`src/rtl/exe_stage_mc.sv`:
```
`default_nettype none
// ============================================================================
// Module   : exe_stage_mc
// Brief    : Execute stage with single-cycle ALU, iterative radix-2^BPC
//            multiplier (MUL/MLA) and integrated EXE/MEM pipeline register.
// Revision : 1.0 - initial release
// ============================================================================
module exe_stage_mc #(
    parameter int DATA_W = 32,
    parameter int BPC    = 2
) (
    input  logic              clk,
    input  logic              rst,
    input  logic              valid_in,
    input  logic [3:0]        EXE_CMD,
    input  logic              mul_en,
    input  logic              acc_en,
    input  logic [DATA_W-1:0] Val_Rn,
    input  logic [DATA_W-1:0] Val_2,
    input  logic [DATA_W-1:0] Val_Rs,
    input  logic [3:0]        SR,
    input  logic              WB_en_in,
    input  logic              MEM_R_EN_in,
    input  logic              MEM_W_EN_in,
    input  logic              S_in,
    input  logic [DATA_W-1:0] ST_val_in,
    input  logic [3:0]        Dest_in,
    input  logic              freeze,
    input  logic              flush,
    output logic              stall,
    output logic              valid_out,
    output logic              WB_en,
    output logic              MEM_R_EN,
    output logic              MEM_W_EN,
    output logic              status_we,
    output logic [DATA_W-1:0] ALU_result,
    output logic [DATA_W-1:0] ST_val,
    output logic [3:0]        Dest,
    output logic [3:0]        status
);

    localparam int STEPS = DATA_W / BPC;
    localparam int CNT_W = (STEPS > 1) ? $clog2(STEPS) : 1;
    localparam logic [CNT_W-1:0] C_CNT_LAST = CNT_W'(STEPS - 1);

    typedef enum logic [0:0] {
        S_IDLE = 1'b0,
        S_BUSY = 1'b1
    } state_t;

    state_t             r_state;
    state_t             w_state_next;
    logic [DATA_W-1:0]  r_mcand;
    logic [DATA_W-1:0]  r_mplier;
    logic [DATA_W-1:0]  r_acc;
    logic [CNT_W-1:0]   r_cnt;

    // SR N/Z bits are never consumed: flags are recomputed from the result.
    logic w_unused_flags;
    assign w_unused_flags = &{1'b0, SR[3:2]};

    // ------------------------------------------------------------------
    // Multiplier datapath: one BPC-bit digit of the multiplier per cycle
    // ------------------------------------------------------------------
    logic [DATA_W+BPC-1:0] w_mcand_x;
    logic [DATA_W+BPC-1:0] w_digit_x;
    logic [DATA_W+BPC-1:0] w_prod;
    logic [DATA_W-1:0]     w_acc_next;
    logic                  w_mul_done;

    assign w_mcand_x  = {{BPC{1'b0}}, r_mcand};
    assign w_digit_x  = {{DATA_W{1'b0}}, r_mplier[BPC-1:0]};
    assign w_prod     = w_mcand_x * w_digit_x;
    assign w_acc_next = r_acc + w_prod[DATA_W-1:0];
    assign w_mul_done = (r_state == S_BUSY) && (r_cnt == '0);

    // Upstream must hold a multiply until its final iteration cycle.
    assign stall = valid_in & mul_en & ~w_mul_done;

    // ------------------------------------------------------------------
    // ALU
    // ------------------------------------------------------------------
    logic [DATA_W-1:0] w_b_op;
    logic              w_cin;
    logic              w_arith;
    logic [DATA_W:0]   w_sum;
    logic [DATA_W-1:0] w_alu_res;
    logic              w_alu_c;
    logic              w_alu_v;

    // Adder operand selection: subtraction is A + ~B + carry-in.
    always_comb begin
        w_b_op  = Val_2;
        w_cin   = 1'b0;
        w_arith = 1'b0;
        case (EXE_CMD)
            4'b0010: begin w_arith = 1'b1; end
            4'b0011: begin w_arith = 1'b1; w_cin = SR[1]; end
            4'b0100: begin w_arith = 1'b1; w_b_op = ~Val_2; w_cin = 1'b1; end
            4'b0101: begin w_arith = 1'b1; w_b_op = ~Val_2; w_cin = SR[1]; end
            default: ;
        endcase
    end

    assign w_sum = {1'b0, Val_Rn} + {1'b0, w_b_op} + {{DATA_W{1'b0}}, w_cin};

    // Result and C/V selection; non-arithmetic ops pass C/V through from SR.
    always_comb begin
        w_alu_res = '0;
        w_alu_c   = SR[1];
        w_alu_v   = SR[0];
        if (w_arith) begin
            w_alu_res = w_sum[DATA_W-1:0];
            w_alu_c   = w_sum[DATA_W];
            w_alu_v   = (Val_Rn[DATA_W-1] == w_b_op[DATA_W-1]) &&
                        (w_sum[DATA_W-1] != Val_Rn[DATA_W-1]);
        end else begin
            case (EXE_CMD)
                4'b0001: w_alu_res = Val_2;
                4'b1001: w_alu_res = ~Val_2;
                4'b0110: w_alu_res = Val_Rn & Val_2;
                4'b0111: w_alu_res = Val_Rn | Val_2;
                4'b1000: w_alu_res = Val_Rn ^ Val_2;
                default: w_alu_res = '0;
            endcase
        end
    end

    // ------------------------------------------------------------------
    // Capture selection for the output register
    // ------------------------------------------------------------------
    logic              w_cap_mul;
    logic              w_cap_alu;
    logic              w_cap;
    logic [DATA_W-1:0] w_res;
    logic [3:0]        w_flags;

    assign w_cap_mul = valid_in & mul_en & w_mul_done;
    assign w_cap_alu = valid_in & ~mul_en & (r_state == S_IDLE);
    assign w_cap     = w_cap_mul | w_cap_alu;
    assign w_res     = w_cap_mul ? w_acc_next : w_alu_res;
    assign w_flags   = {w_res[DATA_W-1], (w_res == '0),
                        w_cap_mul ? SR[1] : w_alu_c,
                        w_cap_mul ? SR[0] : w_alu_v};

    // ------------------------------------------------------------------
    // FSM
    // ------------------------------------------------------------------
    // State register.
    always_ff @(posedge clk) begin
        if (rst) begin
            r_state <= S_IDLE;
        end else begin
            r_state <= w_state_next;
        end
    end

    // Next state: flush abandons a multiply, freeze holds everything.
    always_comb begin
        w_state_next = r_state;
        if (flush) begin
            w_state_next = S_IDLE;
        end else if (!freeze) begin
            case (r_state)
                S_IDLE: if (valid_in && mul_en) w_state_next = S_BUSY;
                S_BUSY: if (r_cnt == '0)        w_state_next = S_IDLE;
                default: w_state_next = S_IDLE;
            endcase
        end
    end

    // Multiplier registers: load on launch, iterate while busy.
    always_ff @(posedge clk) begin
        if (rst) begin
            r_mcand  <= '0;
            r_mplier <= '0;
            r_acc    <= '0;
            r_cnt    <= '0;
        end else if (!flush && !freeze) begin
            if (r_state == S_IDLE) begin
                if (valid_in && mul_en) begin
                    r_mcand  <= Val_2;
                    r_mplier <= Val_Rs;
                    r_acc    <= acc_en ? Val_Rn : '0;
                    r_cnt    <= C_CNT_LAST;
                end
            end else begin
                r_acc    <= w_acc_next;
                r_mcand  <= r_mcand << BPC;
                r_mplier <= r_mplier >> BPC;
                r_cnt    <= r_cnt - CNT_W'(1);
            end
        end
    end

    // EXE/MEM pipeline register; bubbles clear only the valid/enable bits.
    always_ff @(posedge clk) begin
        if (rst) begin
            valid_out  <= 1'b0;
            WB_en      <= 1'b0;
            MEM_R_EN   <= 1'b0;
            MEM_W_EN   <= 1'b0;
            status_we  <= 1'b0;
            ALU_result <= '0;
            ST_val     <= '0;
            Dest       <= '0;
            status     <= '0;
        end else if (flush) begin
            valid_out  <= 1'b0;
            WB_en      <= 1'b0;
            MEM_R_EN   <= 1'b0;
            MEM_W_EN   <= 1'b0;
            status_we  <= 1'b0;
        end else if (!freeze) begin
            valid_out  <= w_cap;
            WB_en      <= w_cap & WB_en_in;
            MEM_R_EN   <= w_cap & MEM_R_EN_in;
            MEM_W_EN   <= w_cap & MEM_W_EN_in;
            status_we  <= w_cap & S_in;
            if (w_cap) begin
                ALU_result <= w_res;
                ST_val     <= ST_val_in;
                Dest       <= Dest_in;
                status     <= w_flags;
            end
        end
    end

endmodule
`default_nettype wire

```
`config.mk`:
```
export PLATFORM = sky130hd
export DESIGN_NAME = exe_stage_mc
export DESIGN_NICKNAME = d
export VERILOG_FILES = /design/src/rtl/exe_stage_mc.sv
export SDC_FILE = /design/constraint.sdc
export NUM_CORES = 1
export LEC_CHECK = 0
export ABC_AREA = 1
export ABC_CLOCK_PERIOD_IN_PS = 5100
export BUFFER_PORTS_ARGS = -buffer_cell sky130_fd_sc_hd__clkbuf_2
export CORE_MARGIN = 2
export CORE_UTILIZATION = 35
export CTS_BUF_LIST = sky130_fd_sc_hd__clkbuf_16
export DETAILED_ROUTE_END_ITERATION = 16
export GPL_TIMING_DRIVEN = 0
export SYNTH_ARGS = -nofsm -noshare
export SYNTH_HDL_FRONTEND = slang
export SYNTH_SLANG_ARGS = --single-unit
```
`constraint.sdc`:
```
create_clock -name clk -period 5.1 [get_ports clk]
set_clock_uncertainty 0.15 [all_clocks]
set_input_delay 1.02 -clock clk [delete_from_list [all_inputs] [get_ports clk]]
set_output_delay 1.02 -clock clk [all_outputs]
set_load 0.02 [all_outputs]
```
Word-level counts from Yosys, hierarchy flattened
Index checks and enable logic that the tools add are counted.
{ "op_classes": {"bitwise": 19, "add_sub_neg": 4, "reduce_logical": 15, "mul": 1, "muxes": 22, "eq_ne": 11} }
{ "ops": {"columns": ["operator", "count"], "rows": [
  ["32-bit 2-to-1 mux", 10],
  ["32-bit case mux with 5 select lines", 1],
  ["32-bit by 32-bit adder with 33-bit output", 1],
  ["33-bit by 1-bit adder with 33-bit output", 1],
  ["32-bit adder", 1],
  ["32-bit AND", 1],
  ["32-bit zero test", 1],
  ["32-bit by 2-bit multiplier with 32-bit output", 1],
  ["32-bit inverter", 1],
  ["32-bit bitwise OR", 1],
  ["32-bit bitwise XOR", 1],
  ["4-bit by 3-bit == test with 1-bit output, second input constant", 4],
  ["1-bit AND", 9],
  ["4-bit by 2-bit == test with 1-bit output, second input constant", 2],
  ["4-bit == test, second input constant", 2],
  ["4-bit 2-to-1 mux", 2],
  ["1-bit 2-to-1 mux", 7],
  ["2-bit OR reduction", 3],
  ["1-bit inverter", 5],
  ["4-bit by 1-bit == test with 1-bit output, second input constant", 1],
  ["1-bit logical AND", 4],
  ["4-bit zero test", 1],
  ["1-bit case mux with 2 select lines", 2],
  ["4-bit OR reduction", 1],
  ["other kinds (8)", 9]
]} }
{ "totals": {"inputBits": 151, "ff_bits": 178} }

Depth between registers and ports, before layout
{ "logic_depth": {"depth_word": 9, "ltp_mapped": 27, "depth_no_buf": 25} }

Least setup slack after synthesis
Ideal clock, no wire load.
{ "synth_timing": {"path_type": "in2reg", "from": "in EXE_CMD[2]", "to": "reg status[2]", "stages": 24, "path_slack_ns": 1.001, "setup_ns": 0.067, "required_time_ns": 4.883, "arrival_time_ns": 3.882, "path_cell_list": "inv_2 > nor2_2 > nand2_2 > buf_1 > xor2_1 > fa_1 > fa_1 > inv_1 > nand3_1 > nand2_1 > nand2_1 > nand2_1 > nand2_1 > nand2_1 > nand2_1 > nand2_1 > nand2_1 > nand3_1 > nand3_1 > nor2_1 > nand2_1 > nor2_1 > nand2_1 > a21oi_2"} }
{ "synth_via": {"elab_chain_cells": 8} }
{ "synth_lines": {"columns": ["item", "line", "text"], "rows": [
  ["from (decl)", "15", "input logic [3:0] EXE_CMD,"],
  ["4-bit by 3-bit == test with 1-bit output", "96", "case (EXE_CMD)"],
  ["2-bit OR reduction (no source line)", null, null],
  ["32-bit 2-to-1 mux", null, null],
  ["32-bit by 32-bit adder with 33-bit output", "105", "assign w_sum = {1'b0, Val_Rn} + {1'b0, w_b_op} + {{DATA_W{1'b0}}, w_cin};"],
  ["33-bit by 1-bit adder with 33-bit output", "105", null],
  ["32-bit 2-to-1 mux *", "112", "if (w_arith) begin"],
  ["32-bit 2-to-1 mux *", "141", "assign w_res = w_cap_mul ? w_acc_next : w_alu_res;"],
  ["32-bit zero test *", "142", "assign w_flags = {w_res[DATA_W-1], (w_res == '0),"],
  ["to (signal assigned)", "224", "status <= w_flags;"],
  ["to (decl)", "39", "output logic [3:0] status"]
]} }
Every way passes the cells marked *; elsewhere a longest branch is shown, timed or not.
A chain may end at the register's enable or synchronous reset.

Worst setup path after layout
{ "layout_timing": {"from": "reg r_mplier[0]", "to": "reg status[2]"} }
{ "layout_via": {"elab_chain_cells": 4} }
{ "layout_lines": {"columns": ["item", "line", "text"], "rows": [
  ["from (decl)", "54", "logic [DATA_W-1:0] r_mplier;"],
  ["from (signal assigned)", "183", "r_mplier <= Val_Rs;"],
  ["from (signal assigned)", "190", "r_mplier <= r_mplier >> BPC;"],
  ["32-bit by 2-bit multiplier with 32-bit output", "73", "assign w_prod = w_mcand_x * w_digit_x;"],
  ["32-bit adder", "74", "assign w_acc_next = r_acc + w_prod[DATA_W-1:0];"],
  ["32-bit 2-to-1 mux", "141", null],
  ["32-bit zero test", "142", null]
]} }
No other way between the ends.

==> impl_metrics.sql <==
INSERT INTO impl_metrics (metric_group, metric, value, unit) VALUES
('outcome', 'outcome', 'finished clean', ''),
('critical_path', 'worst-setup-path-type', 'reg2reg', ''),
('route', 'drtIter0Drc', '1462', ''),
('cts', 'cts_root_buf', 'sky130_fd_sc_hd__clkbuf_16', ''),
('cts', 'clk_pin_slew_worst_paths', '0.08', 'ns'),
('pwr', 'max-vdd-ir-drop', '254', 'µV'),
('placed_design', 'gp_congestion', '0.958', ''),
('sta', 'finalSetupTns', '0', 'ns'),
('floorplan', 'height_of_the_die', '216', 'µm'),
('sta', 'finalCriticalPeriod', '4.73', 'ns'),
('yosys', 'synth_fp_nets', '2865', ''),
('min_path', 'timing.hold.worst_path_depth', '2', ''),
('yosys', 'synth-edff-count', '0', ''),
('critical_path', 'reg2reg_to', 'status[2]', ''),
('yosys', 'synth.ff_latch_count', '177', ''),
('sta', 'final.setup.worst_slack', '0.374', 'ns'),
('critical_path', 'critPathSlowestCell', 'sky130_fd_sc_hd__fa_1', ''),
('global_route', 'grt_pass1_vias', '16482', ''),
('sta', 'finalHoldWorstSlack', '0.312', 'ns'),
('critical_path', 'path_cells', 'clkbuf_1, clkbuf_2, nand2_1, fa_1, inv_1, ha_1, fa_1, nand3_1, nand3_1, nand2_1, nand2_1, nand2_1, nand2_1, nand2_1, nand3_1, nand3_1, nand3_1, nor2_1, nand2_1, nor2_1, nand2_1, a21oi_2', ''),
('layout', 'drive_gt1_share', '11.4', '%'),
('yosys', 'yosys_most_used_dff', 'sky130_fd_sc_hd__dfxtp_1', ''),
('critical_path', 'reg2reg_setup_slack', '0.37', 'ns'),
('layout', 'area_growth_syn_to_layout', '16.0', '%'),
('yosys', 'synth.yosys.seq_area_share', '22.6', '%'),
('global_route', 'grt.overflow.total', '0', ''),
('critical_path', 'data_required_time_of_the_critical_path', '5.34', 'ns'),
('cts', 'postCtsHoldBufs', '0', ''),
('critical_path', 'worstReg2RegStart', 'r_mplier[0]', ''),
('route', 'drt-vias-per-instance', '5.12', ''),
('layout', 'post_layout_net_count', '3108', ''),
('route', 'dr.pass1.iters', '5', ''),
('global_route', 'antenna_found_initial', '6', ''),
('yosys', 'ys.warnings.count', '0', ''),
('floorplan', 'design.die.area', '0.0465', 'mm²'),
('critical_path', 'worstSetupEndpointType', 'register', ''),
('route', 'detail_route.drc_violations', '0', ''),
('cts', 'numClockSinks', '177', ''),
('run', 'drv.max_cap_violation_count', '0', ''),
('sta', 'timing_hold_violations_final', '0', ''),
('critical_path', 'worst_ep_arrival_time', '4.97', 'ns'),
('placed_design', 'place.detailed.hpwl', '52200', 'µm'),
('global_route', 'gr-usage-met2', '43.8', '%'),
('yosys', 'synth_cell_type_count', '45', ''),
('sta', 'worst_slew_pin_slew', '0.816', 'ns'),
('cts', 'htree_levels', '4', ''),
('cts', 'post-cts-setup-buffer-count', '0', ''),
('min_path', 'min_to', 'status_we', ''),
('route', 'num_vias', '17435', ''),
('yosys', 'syn-mean-instance-area', '6.14', 'µm²'),
('critical_path', 'most_common_cell_type_on_the_critical_path', 'sky130_fd_sc_hd__nand2_1', ''),
('placed_design', 'portBuffers', '225', ''),
('pwr', 'leakagePower', '9.42', 'nW'),
('critical_path', 'critical_path_peak_fanout', '10', ''),
('layout', 'most-common-layout-cells', 'sky130_fd_sc_hd__nand2_1, sky130_fd_sc_hd__inv_1, sky130_fd_sc_hd__clkbuf_2, sky130_fd_sc_hd__nor2_1, sky130_fd_sc_hd__o21ai_0', ''),
('cts', 'cts_repair_resize_count', '0', ''),
('min_path', 'min_from', 'status_we', ''),
('sta', 'rsz0062_at_grt', 'false', ''),
('sta', 'fmaxAchievable', '0.212', 'GHz'),
('sta', 'final-setup-viol-count', '0', ''),
('global_route', 'grt.total_usage', '26.4', '%'),
('global_route', 'grt_use_met1', '34.2', '%'),
('sta', 'final.period_utilization', '92.7', '%'),
('route', 'antenna_violating_nets_post_route', '0', ''),
('cts', 'clk-insertion-delay-late', '0.47', 'ns'),
('yosys', 'mappedNetlistArea', '0.0157', 'mm²'),
('route', 'wl', '62300', 'µm'),
('critical_path', 'timing.critical_path.from_type', 'register', ''),
('floorplan', 'placeableCoreArea', '0.0442', 'mm²'),
('pwr', 'total_power', '3.93', 'mW'),
('route', 'post_drt_wl_per_cell', '18.3', 'µm');
## layout make-up
cell class	count	area [µm²]
diodes	6	15.0
multi-input cells	1877	10200
plain buffers	110	468
fillers	4777	26000
clock inverters	15	208
inverters	388	1460
repair buffers	225	1130
flip-flops and latches	177	3540
clock buffers	17	425
well taps	592	741
## worst max-delay path by stage
| stage | start | endpoint | slack, ns | depth (start not counted) |
|---|---|---|---|---|
| 6_report | r_mplier[0] | status[2] | 0.37 | 22 |
| 4_1_cts | EXE_CMD[2] | status[2] | 0.06 | 25 |
| 3_5_place_dp | EXE_CMD[2] | status[2] | -0.42 | 25 |
| 3_3_place_gp | EXE_CMD[2] | status[2] | -0.40 | 25 |
| 5_1_grt | r_mplier[0] | status[2] | 0.06 | 22 |
| 2_1_floorplan | EXE_CMD[2] | status[2] | 1.00 | 24 |
## cell usage after synthesis (all sizes together) (16+ instances only)
cell,instances,area (µm²)
a21oi,112,564
a221oi,25,219
a31oi,62,388
buf,41,208
clkbuf,70,263
dfxtp,177,3540
fa,33,661
ha,128,1600
inv,386,1450
nand2,779,2930
nand3,141,711
nand4,22,144
nor2,234,896
nor3,16,80.1
o211ai,20,150
o21ai,207,1040
xor2,42,368
## cells by family after synthesis
family	Yosys count	synth area share, %
flip-flops	177	22.6
buffers and inverters	499	12.3
XOR/XNOR	49	2.74
AO/OA/AOI/OAI	456	16.7
AND/OR/NAND/NOR	1211	31.2
adder cells (fa/ha/maj)	161	14.4
## worst max-delay path: cells and delay by family (launching register included)
family	cells	cell delay (ns)
buffers and inverters	3	0.74
flip-flops	1	0.31
adder cells (fa/ha/maj)	3	1.30
AO/OA/AOI/OAI	1	0.11
AND/OR/NAND/NOR	15	2.04
## power breakdown
part	total, mW	leakage (nW)	internal (mW)	switching, mW
sequential	1.47	1.44	1.43	0.0331
clock	1.45	0.307	0.759	0.692
combinational	1.02	7.68	0.322	0.695
total	3.93	9.42	2.51	1.42
## state kept, by name, indices dropped and copies added, names as in the netlist, 3 cells and up
name        cells
r_mplier       32
r_mcand        32
r_cnt           4
r_acc          32
ALU_result     32
Dest            4
status          3
ST_val         32
## metal layers
| layer | routed length (µm) | vias up | part of all wire [%] |
|---|---|---|---|
| li1 | - | 8649 | - |
| met1 | 27300 | 8074 | 44 |
| met2 | 28900 | 602 | 46 |
| met3 | 3490 | 110 | 5.6 |
| met4 | 2610 | 0 | 4.2 |
| met5 | 0 | - | 0 |
## metrics by stage
step	utilization [%]	area (µm²)	instances
CTS	41.1	18200	3402
global placement	39.7	17500	3370
finish	41.1	18200	3407
floorplan	-	15700	2553
detailed placement	39.7	17500	3370
global route	41.1	18200	3407
No activity file was read; power rests on OpenSTA's default activity.
